`src/rtl/multicycle_mux_controller.sv`:
```
// multicycle_mux_controller: Moore FSM sequencing the multi-cycle MIPS datapath.
// Drives every datapath mux select and write enable from the current state,
// waits on MemReady in FETCH/MEMRD/MEMWR, flags unsupported opcodes and
// counts retired instructions.
// Optional feature: define MUXCTL_ADDI_EN to build the ADDIEX/ADDIWB path;
// without it OP_ADDI decodes as an illegal opcode.
module multicycle_mux_controller #(
   parameter logic [5:0]  OP_RTYPE = 6'h00,
   parameter logic [5:0]  OP_LW    = 6'h23,
   parameter logic [5:0]  OP_SW    = 6'h2B,
   parameter logic [5:0]  OP_BEQ   = 6'h04,
   parameter logic [5:0]  OP_J     = 6'h02,
   parameter logic [5:0]  OP_ADDI  = 6'h08,
   parameter int unsigned CNT_W    = 32
) (
   input  logic             Clk,
   input  logic             Rst,
   input  logic [5:0]       Opcode,
   input  logic             Zero,
   input  logic             MemReady,
   output logic             PCWrite,
   output logic             PCWriteCond,
   output logic             IorD,
   output logic             MemRead,
   output logic             MemWrite,
   output logic             MemtoReg,
   output logic             IRWrite,
   output logic             RegWrite,
   output logic             RegDst,
   output logic             ALUSrcA,
   output logic [1:0]       ALUSrcB,
   output logic [1:0]       PCSource,
   output logic [1:0]       ALUOp,
   output logic [3:0]       State,
   output logic             Illegal,
   output logic [CNT_W-1:0] RetireCnt
);

   typedef enum logic [3:0] {
      FETCH  = 4'd0,
      DECODE = 4'd1,
      MEMADR = 4'd2,
      MEMRD  = 4'd3,
      MEMWB  = 4'd4,
      MEMWR  = 4'd5,
      EXEC   = 4'd6,
      RWB    = 4'd7,
      BRANCH = 4'd8,
      JUMP   = 4'd9,
      ADDIEX = 4'd10,
      ADDIWB = 4'd11
   } state_t;

   state_t state;

   // Zero is consumed by the datapath's PC-load gate, not by the sequencer.
   logic zero_unused;
   assign zero_unused = Zero;

   assign State = state;

   // State sequencing, illegal-opcode pulse and retire counter.
   always_ff @(posedge Clk or posedge Rst) begin
      if (Rst) begin
         state     <= FETCH;
         Illegal   <= 1'b0;
         RetireCnt <= '0;
      end else begin
         Illegal <= 1'b0;
         case (state)
            FETCH: begin
               if (MemReady) state <= DECODE;
            end
            DECODE: begin
               if (Opcode == OP_LW || Opcode == OP_SW) begin
                  state <= MEMADR;
               end else if (Opcode == OP_RTYPE) begin
                  state <= EXEC;
               end else if (Opcode == OP_BEQ) begin
                  state <= BRANCH;
               end else if (Opcode == OP_J) begin
                  state <= JUMP;
`ifdef MUXCTL_ADDI_EN
               end else if (Opcode == OP_ADDI) begin
                  state <= ADDIEX;
`endif
               end else begin
                  state   <= FETCH;
                  Illegal <= 1'b1;
               end
            end
            MEMADR: begin
               state <= (Opcode == OP_LW) ? MEMRD : MEMWR;
            end
            MEMRD: begin
               if (MemReady) state <= MEMWB;
            end
            MEMWB: begin
               state     <= FETCH;
               RetireCnt <= RetireCnt + CNT_W'(1);
            end
            MEMWR: begin
               if (MemReady) begin
                  state     <= FETCH;
                  RetireCnt <= RetireCnt + CNT_W'(1);
               end
            end
            EXEC: begin
               state <= RWB;
            end
            RWB: begin
               state     <= FETCH;
               RetireCnt <= RetireCnt + CNT_W'(1);
            end
            BRANCH: begin
               state     <= FETCH;
               RetireCnt <= RetireCnt + CNT_W'(1);
            end
            JUMP: begin
               state     <= FETCH;
               RetireCnt <= RetireCnt + CNT_W'(1);
            end
`ifdef MUXCTL_ADDI_EN
            ADDIEX: begin
               state <= ADDIWB;
            end
            ADDIWB: begin
               state     <= FETCH;
               RetireCnt <= RetireCnt + CNT_W'(1);
            end
`endif
            default: begin
               state <= FETCH;
            end
         endcase
      end
   end

   // Control decode from state; everything held low while Rst is asserted.
   always_comb begin
      PCWrite     = 1'b0;
      PCWriteCond = 1'b0;
      IorD        = 1'b0;
      MemRead     = 1'b0;
      MemWrite    = 1'b0;
      MemtoReg    = 1'b0;
      IRWrite     = 1'b0;
      RegWrite    = 1'b0;
      RegDst      = 1'b0;
      ALUSrcA     = 1'b0;
      ALUSrcB     = 2'd0;
      PCSource    = 2'd0;
      ALUOp       = 2'd0;
      if (!Rst) begin
         case (state)
            FETCH: begin
               MemRead = 1'b1;
               ALUSrcB = 2'd1;
               IRWrite = MemReady;
               PCWrite = MemReady;
            end
            DECODE: begin
               ALUSrcB = 2'd3;
            end
            MEMADR: begin
               ALUSrcA = 1'b1;
               ALUSrcB = 2'd2;
            end
            MEMRD: begin
               MemRead = 1'b1;
               IorD    = 1'b1;
            end
            MEMWB: begin
               RegWrite = 1'b1;
               MemtoReg = 1'b1;
            end
            MEMWR: begin
               MemWrite = 1'b1;
               IorD     = 1'b1;
            end
            EXEC: begin
               ALUSrcA = 1'b1;
               ALUOp   = 2'd2;
            end
            RWB: begin
               RegWrite = 1'b1;
               RegDst   = 1'b1;
            end
            BRANCH: begin
               ALUSrcA     = 1'b1;
               ALUOp       = 2'd1;
               PCWriteCond = 1'b1;
               PCSource    = 2'd1;
            end
            JUMP: begin
               PCWrite  = 1'b1;
               PCSource = 2'd2;
            end
`ifdef MUXCTL_ADDI_EN
            ADDIEX: begin
               ALUSrcA = 1'b1;
               ALUSrcB = 2'd2;
            end
            ADDIWB: begin
               RegWrite = 1'b1;
            end
`endif
            default: begin
            end
         endcase
      end
   end

endmodule

```
`config.mk`:
```
export PLATFORM = sky130hd
export DESIGN_NAME = multicycle_mux_controller
export DESIGN_NICKNAME = d
export VERILOG_FILES = /design/src/rtl/multicycle_mux_controller.sv
export SDC_FILE = /design/constraint.sdc
export NUM_CORES = 1
export LEC_CHECK = 0
export CAP_MARGIN = 10
export CORE_UTILIZATION = 25
export DETAILED_ROUTE_END_ITERATION = 7
export DONT_BUFFER_PORTS = 1
export HOLD_SLACK_MARGIN = 0.08
export PLACE_DENSITY = 0.35
export REMOVE_ABC_BUFFERS = 1
export SYNTH_ARGS = -nofsm -noshare
export SYNTH_HDL_FRONTEND = slang
export SYNTH_SLANG_ARGS = --single-unit
```
`constraint.sdc`:
```
create_clock -name Clk -period 3.3 [get_ports Clk]
set_input_delay 0.33 -clock Clk [delete_from_list [all_inputs] [get_ports Clk]]
set_output_delay 0.33 -clock Clk [all_outputs]
set_load 0.005 [all_outputs]
```
-- After elaboration in Yosys (flattened, before gate mapping)
Index checks and enable logic that the tools add are counted.
- register bits: 37
- bits of input ports: 10
- output and inout bits: 53
- logic and storage cells: 73
- add/subtract/negate cells: 1
- equality and inequality tests: 16
- muxes and demuxes: 42
- reduce and logical (&&, ||, !) cells: 11
- operators with widths (kind ; number):
    $pmux W32 S2 ; 1
    $add A32 B1 Y32 const B ; 1
    $mux W32 ; 1
    $mux W4 ; 7
    $mux W1 ; 24
    $pmux W4 S6 ; 1
    $eq A4 B3 Y1 const B ; 4
    $eq A6 B6 Y1 const B ; 2
    $eq A4 B2 Y1 const B ; 2
    $eq A4 B4 Y1 const B ; 2
    $pmux W2 S2 ; 2
    $eq A6 B2 Y1 const B ; 1
    $eq A6 B3 Y1 const B ; 1
    $logic_not A6 Y1 ; 1
    $mux W2 ; 3
    $ne A2 B2 Y1 const B ; 3
    $pmux W2 S3 ; 1
    $reduce_or A2 Y1 ; 3
    $eq A4 B1 Y1 const B ; 1
    $logic_not A4 Y1 ; 1
    $reduce_or A4 Y1 ; 1
    $mux W3 ; 1
    $reduce_and A3 Y1 ; 1
    $reduce_or A3 Y1 ; 1
    4 further kinds ; 4

-- Depth between registers and ports, before layout
Gate-level depths: netlist of run 1.
- depth after elaboration: 6
- gate-level depth with buffers: 7
- gate-level depth less buffers: 6

-- Least setup slack after synthesis of run 1
OpenSTA, ideal clock, no wires.
- path kind: input to output
- start: input Rst
- end: output MemtoReg
- arrival time: 1646 ps
- data required time: 2970 ps
- path slack: 1324 ps
- stages on the path: 3
- buffers on the path: 0
- cell sequence: inv_1 -> nand3_1 -> nor3_1
- cells in the longest elaborated chain, start to end: 1
- ends and longest elaborated chain (element ; RTL line ; RTL):
    from (decl) ; 17 ; input logic Rst,
    $mux W1 ; 154 ; if (!Rst) begin
    to (decl) ; 26 ; output logic MemtoReg,
Every way passes these cells.

-- Worst setup path in the final report of run 1
- start: register state[2], in the netlist State[2]
- end: output PCWrite
- cells in the longest elaborated chain, start to end: 3
- elaborated cells between the ends (all ways): 4
- those cells by class: 1 x eq/ne; 2 x mux; 1 x reduce/logical
- ends and longest elaborated chain (element ; RTL line ; RTL):
    from (decl) ; 54 ; state_t state;
    from (signal assigned) ; 93 ; state <= (Opcode == OP_LW) ? MEMRD : MEMWR;
    $eq A4 B4 Y1 or $logic_not A4 Y1 (tied branches) ; 155 ; case (state)
    $pmux W1 S2 * ; 155 ;
    $mux W1 * ; 154 ;
    to (decl) ; 21 ; output logic PCWrite,
Mark *: on every way between the ends. The rest lies on a longest branch, timed or not.

==> results of run 1 <==
-- power groups by stage --
stage / sequential (mW) / clock [mW] / combinational (mW)
5_1_grt: 0.545 / 0.446 / 0.113
3_3_place_gp: 0.547 / 0 / 0.0972
2_1_floorplan: 0.531 / 0 / 0.0821
4_1_cts: 0.539 / 0.423 / 0.0987
3_5_place_dp: 0.549 / 0 / 0.0985
6_report: 0.538 / 0.408 / 0.0970
-- critical path: cells and delay by family (launching register included) --
family           cells  cell delay, ns
flip-flops           1            0.53
AND/OR/NAND/NOR      3            0.99
-- cells by family (layout without fill, tap and decap cells) --
| family | after synthesis | after routing | synth area share |
|---|---|---|---|
| flops | 37 | 37 | 0.474 |
| buf+inv | 13 | 16 | 0.0282 |
| simple gates | 100 | 100 | 0.287 |
| xor+xnor | 33 | 33 | 0.148 |
| fa+ha+maj | 1 | 1 | 0.00640 |
| compound gates | 14 | 14 | 0.0570 |
-- per-stage QoR --
step	instance area, um2	total power [mW]	setup slack, ns	hold slack (ns)
detailed placement	2060	0.647	1.14	0.402
global route	2170	1.10	0.968	0.102
global placement	2060	0.644	1.14	0.400
floorplan	1930	0.614	1.32	0.400
finish	2170	1.04	1.17	0.0789
CTS	2170	1.06	1.12	0.0880
-- final timing paths --
| path | slack [ns] | endpoint | cells past startpoint | from |
|---|---|---|---|---|
| worst max-delay path | 1.17 | PCWrite | 3 | State[2] |
| worst min-delay path | 0.08 | RetireCnt[0] | 2 | Rst |
| worst max register to register | 1.18 | RetireCnt[22] | 5 | State[1] |
| min in group Clk | 0.11 | State[3] | 1 | Opcode[4] |
| max in group asynchronous | 2.88 | RetireCnt[16] | 2 | Rst |
| worst min register to register | 0.51 | RetireCnt[31] | 1 | RetireCnt[31] |
-- cell type report --
class	instances	area, um2
Clock buffer	7	86.3
Clock inverter	1	30.0
Fill cell	791	5240
Inverter	7	26.3
Multi-Input combinational cell	148	973
Sequential cell	37	926
Tap cell	99	124
Timing Repair Buffer	1	7.51
-- synth_stat cells (all sizes together) --
cell type,n
nor3,12
nand2,18
nand3,10
nand2b,4
inv,7
a211oi,1
nor2,20
and4,3
o22ai,1
or2,1
o21ai,1
xor2,8
clkbuf,3
xnor2,25
ha,1
a21oi,5
o31ai,1
nor2b,1
o211a,1
buf,3
a221o,1
o22a,1
nand4,12
nand4b,1
o31a,1
dfrtp,37
and2,2
or3b,1
a32oi,1
nor3b,2
and3,3
nor4,4
or3,6
-- state kept, by name, indices dropped and copies added (netlist names) --
signal	cells
Illegal	1
RetireCnt	32
State	4
-- layer usage --
metal | global-route usage | up-vias | part of all wire
met3 | 0.0438 | 7 | 0.080
met2 | 0.186 | 55 | 0.48
li1 | - | 693 | -
met1 | 0.133 | 707 | 0.43
met5 | 0 | - | 0
met4 | 0.0457 | 0 | 0.018
==> flow_summary.toml, run 1 <==
[worst_setup_path]
cp_data_required_time_ns = 2.97
critPathMaxStageDelay_ns = 0.53
critPathCaptureType = "output port"
crit_fanout = 14
cp-start-kind = "flip-flop"
cp_slowest_cell = "dfrtp_1"
crit_chain = "or3_1, nor4_1, or2_1"
path_class = "flip-flop to output port"
arrival_ns = 1.80

[grt]
grt_pass1_wl_mm = 7.44
grtUsageTotal = 0.114
grt_pass1_vias = 1474
antenna_found_initial = 0
overflow = 0
grt_max_degree = 39

[clock_tree]
post_cts_resized = 0
insertion_delay_ns = 0.29
postCtsSetupBuffers = 0
path_clk_slew_ns = 0.08
cts_hold_buf = 0
numCtsBuffers = 5
cts_tree = "yes"
root_buffer = "clkbuf_8"
cts_buffer_depth = 2
cts_sinks = 37
cts-htree-levels = 2

[sta]
rsz0062_at_grt = "no"
slew_headroom = 0.643
slew_violations = 0
setup_violations = 0
hold_viol_final = 0
fmax_ghz = 0.469
worst_pin_slew_ns = 0.535
min_period_over_period = 0.647
period_needed_ns = 2.13
fin_worst_skew_ns = 0.00711
tns_ns = 0

[finish]
fin_cells = 300
diodes = 0
finalNetCount = 211
drive_gt1_frac = 0.0796
area_growth_pct = 11.2
final_common_cell = "dfrtp_1"
utilization = 0.293
mostFrequentLayoutCells = "dfrtp_1, xnor2_1, nor2_1"

[drt]
route.detailed.drc = 0
via_count = 1462
vias_per_cell = 4.87
wire_per_inst_um = 14.7
drt_iter0_drc = 72
firstDrtPassIters = 4
ant_nets = 0
totalWireLength_mm = 4.41

[power]
switching_power_mw = 0.271
p_int_mw = 0.772
p_comb_frac = 0.093
p_clk_frac = 0.391
peakVddDrop_uv = 179
p_leak_nw = 0.888
p_per_area_nw_per_um2 = 480
seqPwrFrac = 0.516
switching_share = 0.260

[placement]
hpwlAfterDp_mm = 3.26
portBuffers = 0
placedCellCount = 292
place.gp.congestion = 0.720

[floorplanning]
die-area_um2 = 8170
start_util = 0.264
io_pins = 63
die_y_um = 90.4
rows = 31
die_w_um = 90.4
core-area_um2 = 7410

[synthesis]
synth_area_leaders = "dfrtp_1, xnor2_1, nand4_1"
yosys.area.top_type_share = 0.474
netlist_area_um2 = 1950
ys_types = 36
yosysTopAreaCell = "dfrtp_1"
synth_warnings = 0
ys_seq_elements = 37
syn-instance-count = 198
synth_seq_area_share = 0.474
syn_area_per_cell_um2 = 9.87

[min_path]
hp-class = "input pin to async pin"

[outcome]
status = "finished clean"

[run]
drv_cap = 0
(Power assumes the default switching activity.)
==> run 2: changes to the inputs <==
- PLACE_DENSITY: 0.35 -> 0.37
- clock period: 3.3 -> 1.8 ns (I/O delays scaled with it)
==> flow_summary.toml, run 2 (synthesis results as in run 1) <==
[power]
p_per_area_nw_per_um2 = 742
seqPwrFrac = 0.494
p_leak_nw = 1.09
peakVddDrop_uv = 224
switching_power_mw = 0.518
p_int_mw = 1.37
p_comb_frac = 0.194
p_clk_frac = 0.312
switching_share = 0.275

[clock_tree]
insertion_delay_ns = 0.29
cts-htree-levels = 2
cts_sinks = 37
cts_buffer_depth = 2
numCtsBuffers = 5
path_clk_slew_ns = 0.07
root_buffer = "clkbuf_8"
cts_tree = "yes"

[worst_setup_path]
cp_data_required_time_ns = 1.62
cp-start-kind = "flip-flop"
r2r_end = "RetireCnt[25]"
worst-r2r-cell-count = 6
crit_fanout = 7
r2r-start = "State[2]"
path_class = "flip-flop to output port"
regToRegSetupSlack_ns = 0.05
critPathCaptureType = "output port"
arrival_ns = 1.58

[grt]
grtUsageTotal = 0.124
grt_pass1_wl_mm = 8.01
overflow = 0
grt_pass1_vias = 1624
grt_max_degree = 38
antenna_found_initial = 0

[finish]
diodes = 0
mostFrequentLayoutCells = "dfrtp_1, buf_4, xnor2_1"
drive_gt1_frac = 0.251
area_growth_pct = 30.0
final_common_cell = "dfrtp_1"
utilization = 0.343
finalNetCount = 250
largest-register = "RetireCnt"
fill_cells = 750
largest_register_ffs = 32

[placement]
place.gp.congestion = 0.672
portBuffers = 0
hpwlAfterDp_mm = 3.40
dp_slack_ns = 0.0518

[drt]
drt_iter0_drc = 60
firstDrtPassIters = 4
ant_nets = 0
highest_layer = "met4"
vias_per_cell = 4.61
route.detailed.drc = 0
dr_wl_met2_mm = 2.28
wl_met1_mm = 2.03
totalWireLength_mm = 4.72
wire_per_inst_um = 14.0
via_count = 1558
dr_wl_met3_um = 321

[min_path]
hold_start = "Opcode[5]"
hp-class = "input pin to flip-flop"
hold_end = "State[3]"
min_path_cells = 2

[sta]
fmax_ghz = 0.569
slew_headroom = 0.677
setup_violations = 0
min_period_over_period = 0.977
fin_worst_skew_ns = 0.00512
rsz0062_at_grt = "yes"
period_needed_ns = 1.76
worst_pin_slew_ns = 0.485
worst_slack_ns = 0.0418
hold_viol_final = 0
slew_violations = 0

[floorplanning]
core-area_um2 = 7410
die-area_um2 = 8170
die_y_um = 90.4
die_w_um = 90.4
io_pins = 63
rows = 31
start_util = 0.264

[outcome]
status = "finished clean"

[run]
drv_cap = 0
-- run 2: changes by cell type in the layout (fill, tap and decap cells not counted), sizes merged --
cell,delta
buf,+34
bufbuf,+1
bufinv,-1
dlygate4sd3,+4
-- run 2: per-stage QoR --
step                power, mW  hold WS [ns]  instances  area (um2)  TNS (ns)
floorplan                1.12         0.250        192        1930         0
detailed placement       1.27         0.256        324        2300         0
global placement         1.28         0.257        324        2300         0
finish                   1.89         0.118        338        2540         0
CTS                      1.91         0.105        338        2500    -0.163
global route             2.00         0.139        338        2540    -0.275
-- run 2: per-layer routing --
| metal | GRT usage | vias to the layer above |
|---|---|---|
| li1 | - | 769 |
| met1 | 0.144 | 727 |
| met2 | 0.205 | 56 |
| met3 | 0.0438 | 6 |
| met4 | 0.0538 | 0 |
| met5 | 0 | - |
-- run 2: power by group through the flow --
stage | clock, mW | combinational [mW] | sequential [mW]
after floorplan | 0 | 0.150 | 0.974
after global placement | 0 | 0.332 | 0.949
after detailed placement | 0 | 0.326 | 0.949
after CTS | 0.616 | 0.361 | 0.934
after global routing | 0.652 | 0.407 | 0.943
final | 0.589 | 0.365 | 0.932
-- run 2: area by class of cell --
type / instances / area, um2 / share of cell area
Multi-Input combinational cell: 148 / 1030 / 0.406
Sequential cell: 37 / 926 / 0.364
Timing Repair Buffer: 40 / 347 / 0.136
Tap cell: 99 / 124 / 0.0487
Clock buffer: 7 / 86.3 / 0.0340
Inverter: 7 / 26.3 / 0.0103
-- run 2: worst max-delay path, stage by stage, from the launching register on --
cell,delay (ns)
dfrtp_1,0.39
buf_6,0.13
buf_8,0.12
or3_4,0.35
nor4_4,0.15
or2_1,0.15
-- run 2: worst max path at each step --
stage / from / endpoint / slack (ns) / cells after the start
global route: State[2] / RetireCnt[25] / -0.05 / 6
finish: State[2] / PCWrite / 0.04 / 5
global placement: State[3] / RetireCnt[25] / 0.07 / 6
floorplan: State[1] / RetireCnt[25] / 0.004 / 5
CTS: State[2] / IRWrite / -0.06 / 5
detailed placement: State[3] / RetireCnt[8] / 0.05 / 6
-- run 2: repair_timing --
| action | CTS | global route |
|---|---|---|
| gates cloned | 1 | 0 |
| hold buffers | 4 | 0 |
| setup endpoints to repair | 4 | 18 |
| gates resized for setup | 6 | 9 |
| setup buffers | 2 | 0 |
| hold endpoints to repair | 41 | 0 |
| pin swaps | 2 | 3 |
==> RTL edit (config.mk and constraints of run 2) <==
Change the parameter `CNT_W` from 32 to 48.
--- a/src/rtl/multicycle_mux_controller.sv
+++ b/src/rtl/multicycle_mux_controller.sv
@@ -13,3 +13,3 @@
    parameter logic [5:0]  OP_ADDI  = 6'h08,
-   parameter int unsigned CNT_W    = 32
+   parameter int unsigned CNT_W    = 48
 ) (
Interface: changed (resized RetireCnt); port bits go from 63 to 79. No check against the original RTL was run, so the function may have changed too.
==> RTL edit against run 2 <==
- the run now ends with setup timing left
- wire length up 53%
- critical path type is now reg2reg
- count of clock-buffer cells in the layout down 1
- worst setup slack worse by 0.18 ns
- area after synthesis up 40%
- power up 25%
- critical path depth up 1
- clock power up 18%
- sequential share of layout area down 0.92 points
- critical endpoint is now RetireCnt[47]
- cell area up 47%
- sequential cell count up 16
- synthesized cell count up 35%
==> RTL edit: results (changes against run 2) <==
GRT
  • Met3 usage: 3.56% (-0.82 points)
  • Met2 Usage GRT: 22.3% (+1.8 points)
  • Vias in the first global route: 2236 (+38%)
  • Pin count of the biggest net entering global routing: 24 (-37%)

Drt
  • First DRT Iteration DRCs: 66 (+10%)
  • DR WL/cell: 15.7 um (+12%)
  • Routed wl met3: 443 um (+38%)
  • Total wire length: 7.22 mm (+53%)
  • Metal-1 WL: 3.15 mm (+55%)
  • Via density: 4.72 (+2.3%)

CTS
  • Post-CTS Setup Bufs: 0 (-2)
  • CTS-repair resized insts: 11 (+5)
  • Clock transition at path regs: 0.11 ns (+0.04 ns)

Pwr
  • Clock group power: 694 uW (+18%)
  • PwrDens: 631 nW/um^2 (-15%)
  • Leakage power: 0.00159 uW (+46%)
  • VDD IR max: 0.319 mV (+43%)

Worst setup path
  • Slowest stage cell on the critical path: or4b_4
  • R2R Path End: RetireCnt[47]
  • CP arrival: 2.15 ns (+0.57 ns)
  • CP max stage delay: 0.51 ns (+0.12 ns)
  • CP Launch Point: State[0]
  • Critical path class: reg2reg

Placed design
  • Post-Place Setup Slack: -0.150 ns (-0.201 ns)
  • Dpl cells: 445 (+37%)
  • Cell Area, Placed: 3270 sq um (+42%)
  • Detail Placement HPWL: 4.94 mm (+45%)

Synthesis
  • Synth cell types: 39 (+8.3%)
  • Top cells by area, synth: dfrtp_1 49%, xnor2_1 15%, nand3_1 4.8%
  • Synth top cells by count: 53 x dfrtp_1, 46 x xnor2_1, 26 x nand3_1
  • Sequential share of the synthesized area: 48.6% (+1.3 points)
  • Syn Inst Count: 267 (+35%)

STA
  • Final Setup Violations: 47 (+47)
  • Relative slew slack: 64.9% (-2.8 points)
  • PnR worst setup slack: -0.141 ns (-0.183 ns)
  • Layout Skew: 0.0110 ns (+0.00592 ns)
  • Setup TNS: -3.49 ns (-3.49 ns)
  • Final hold slack: 0.123 ns (+0.00518 ns)

Final layout
  • Share of layout cells above drive strength 1: 32.4% (+7.3 points)
  • Max reg flops: 48 (+50%)

Outcome
  • Status: finished, violations left
  • Violated checks: setup timing
RTL edit: cell types whose count changed in the layout (fill, tap and decap cells not counted), moves of 7 or more:
cell	change
xnor2_1	+15
and3_1	+7
buf_6	+8
dfrtp_1	+16
nand4_1	+8
buf_4	+8
RTL edit: cell families after synthesis:
| family | after synthesis | share of synthesized area, % |
|---|---|---|
| muxes | 2 | 0.826 |
| DFF | 53 | 48.6 |
| xor gates and xnor gates | 50 | 16.1 |
| and+or+nand+nor | 134 | 27.6 |
| adders and majority gates | 1 | 0.459 |
| buffers and inverters | 13 | 2.57 |
| AOI/OAI and AO/OA | 14 | 3.86 |
RTL edit: final cells by class:
type                            instances  area [sq um]
Clock buffer                            6          72.6
Fill cell                            1039          6730
Sequential cell                        53          1330
Tap cell                              136           170
Multi-Input combinational cell        201          1590
Timing Repair Buffer                   59           549
Inverter                                3          11.3
Clock inverter                          2          15.0
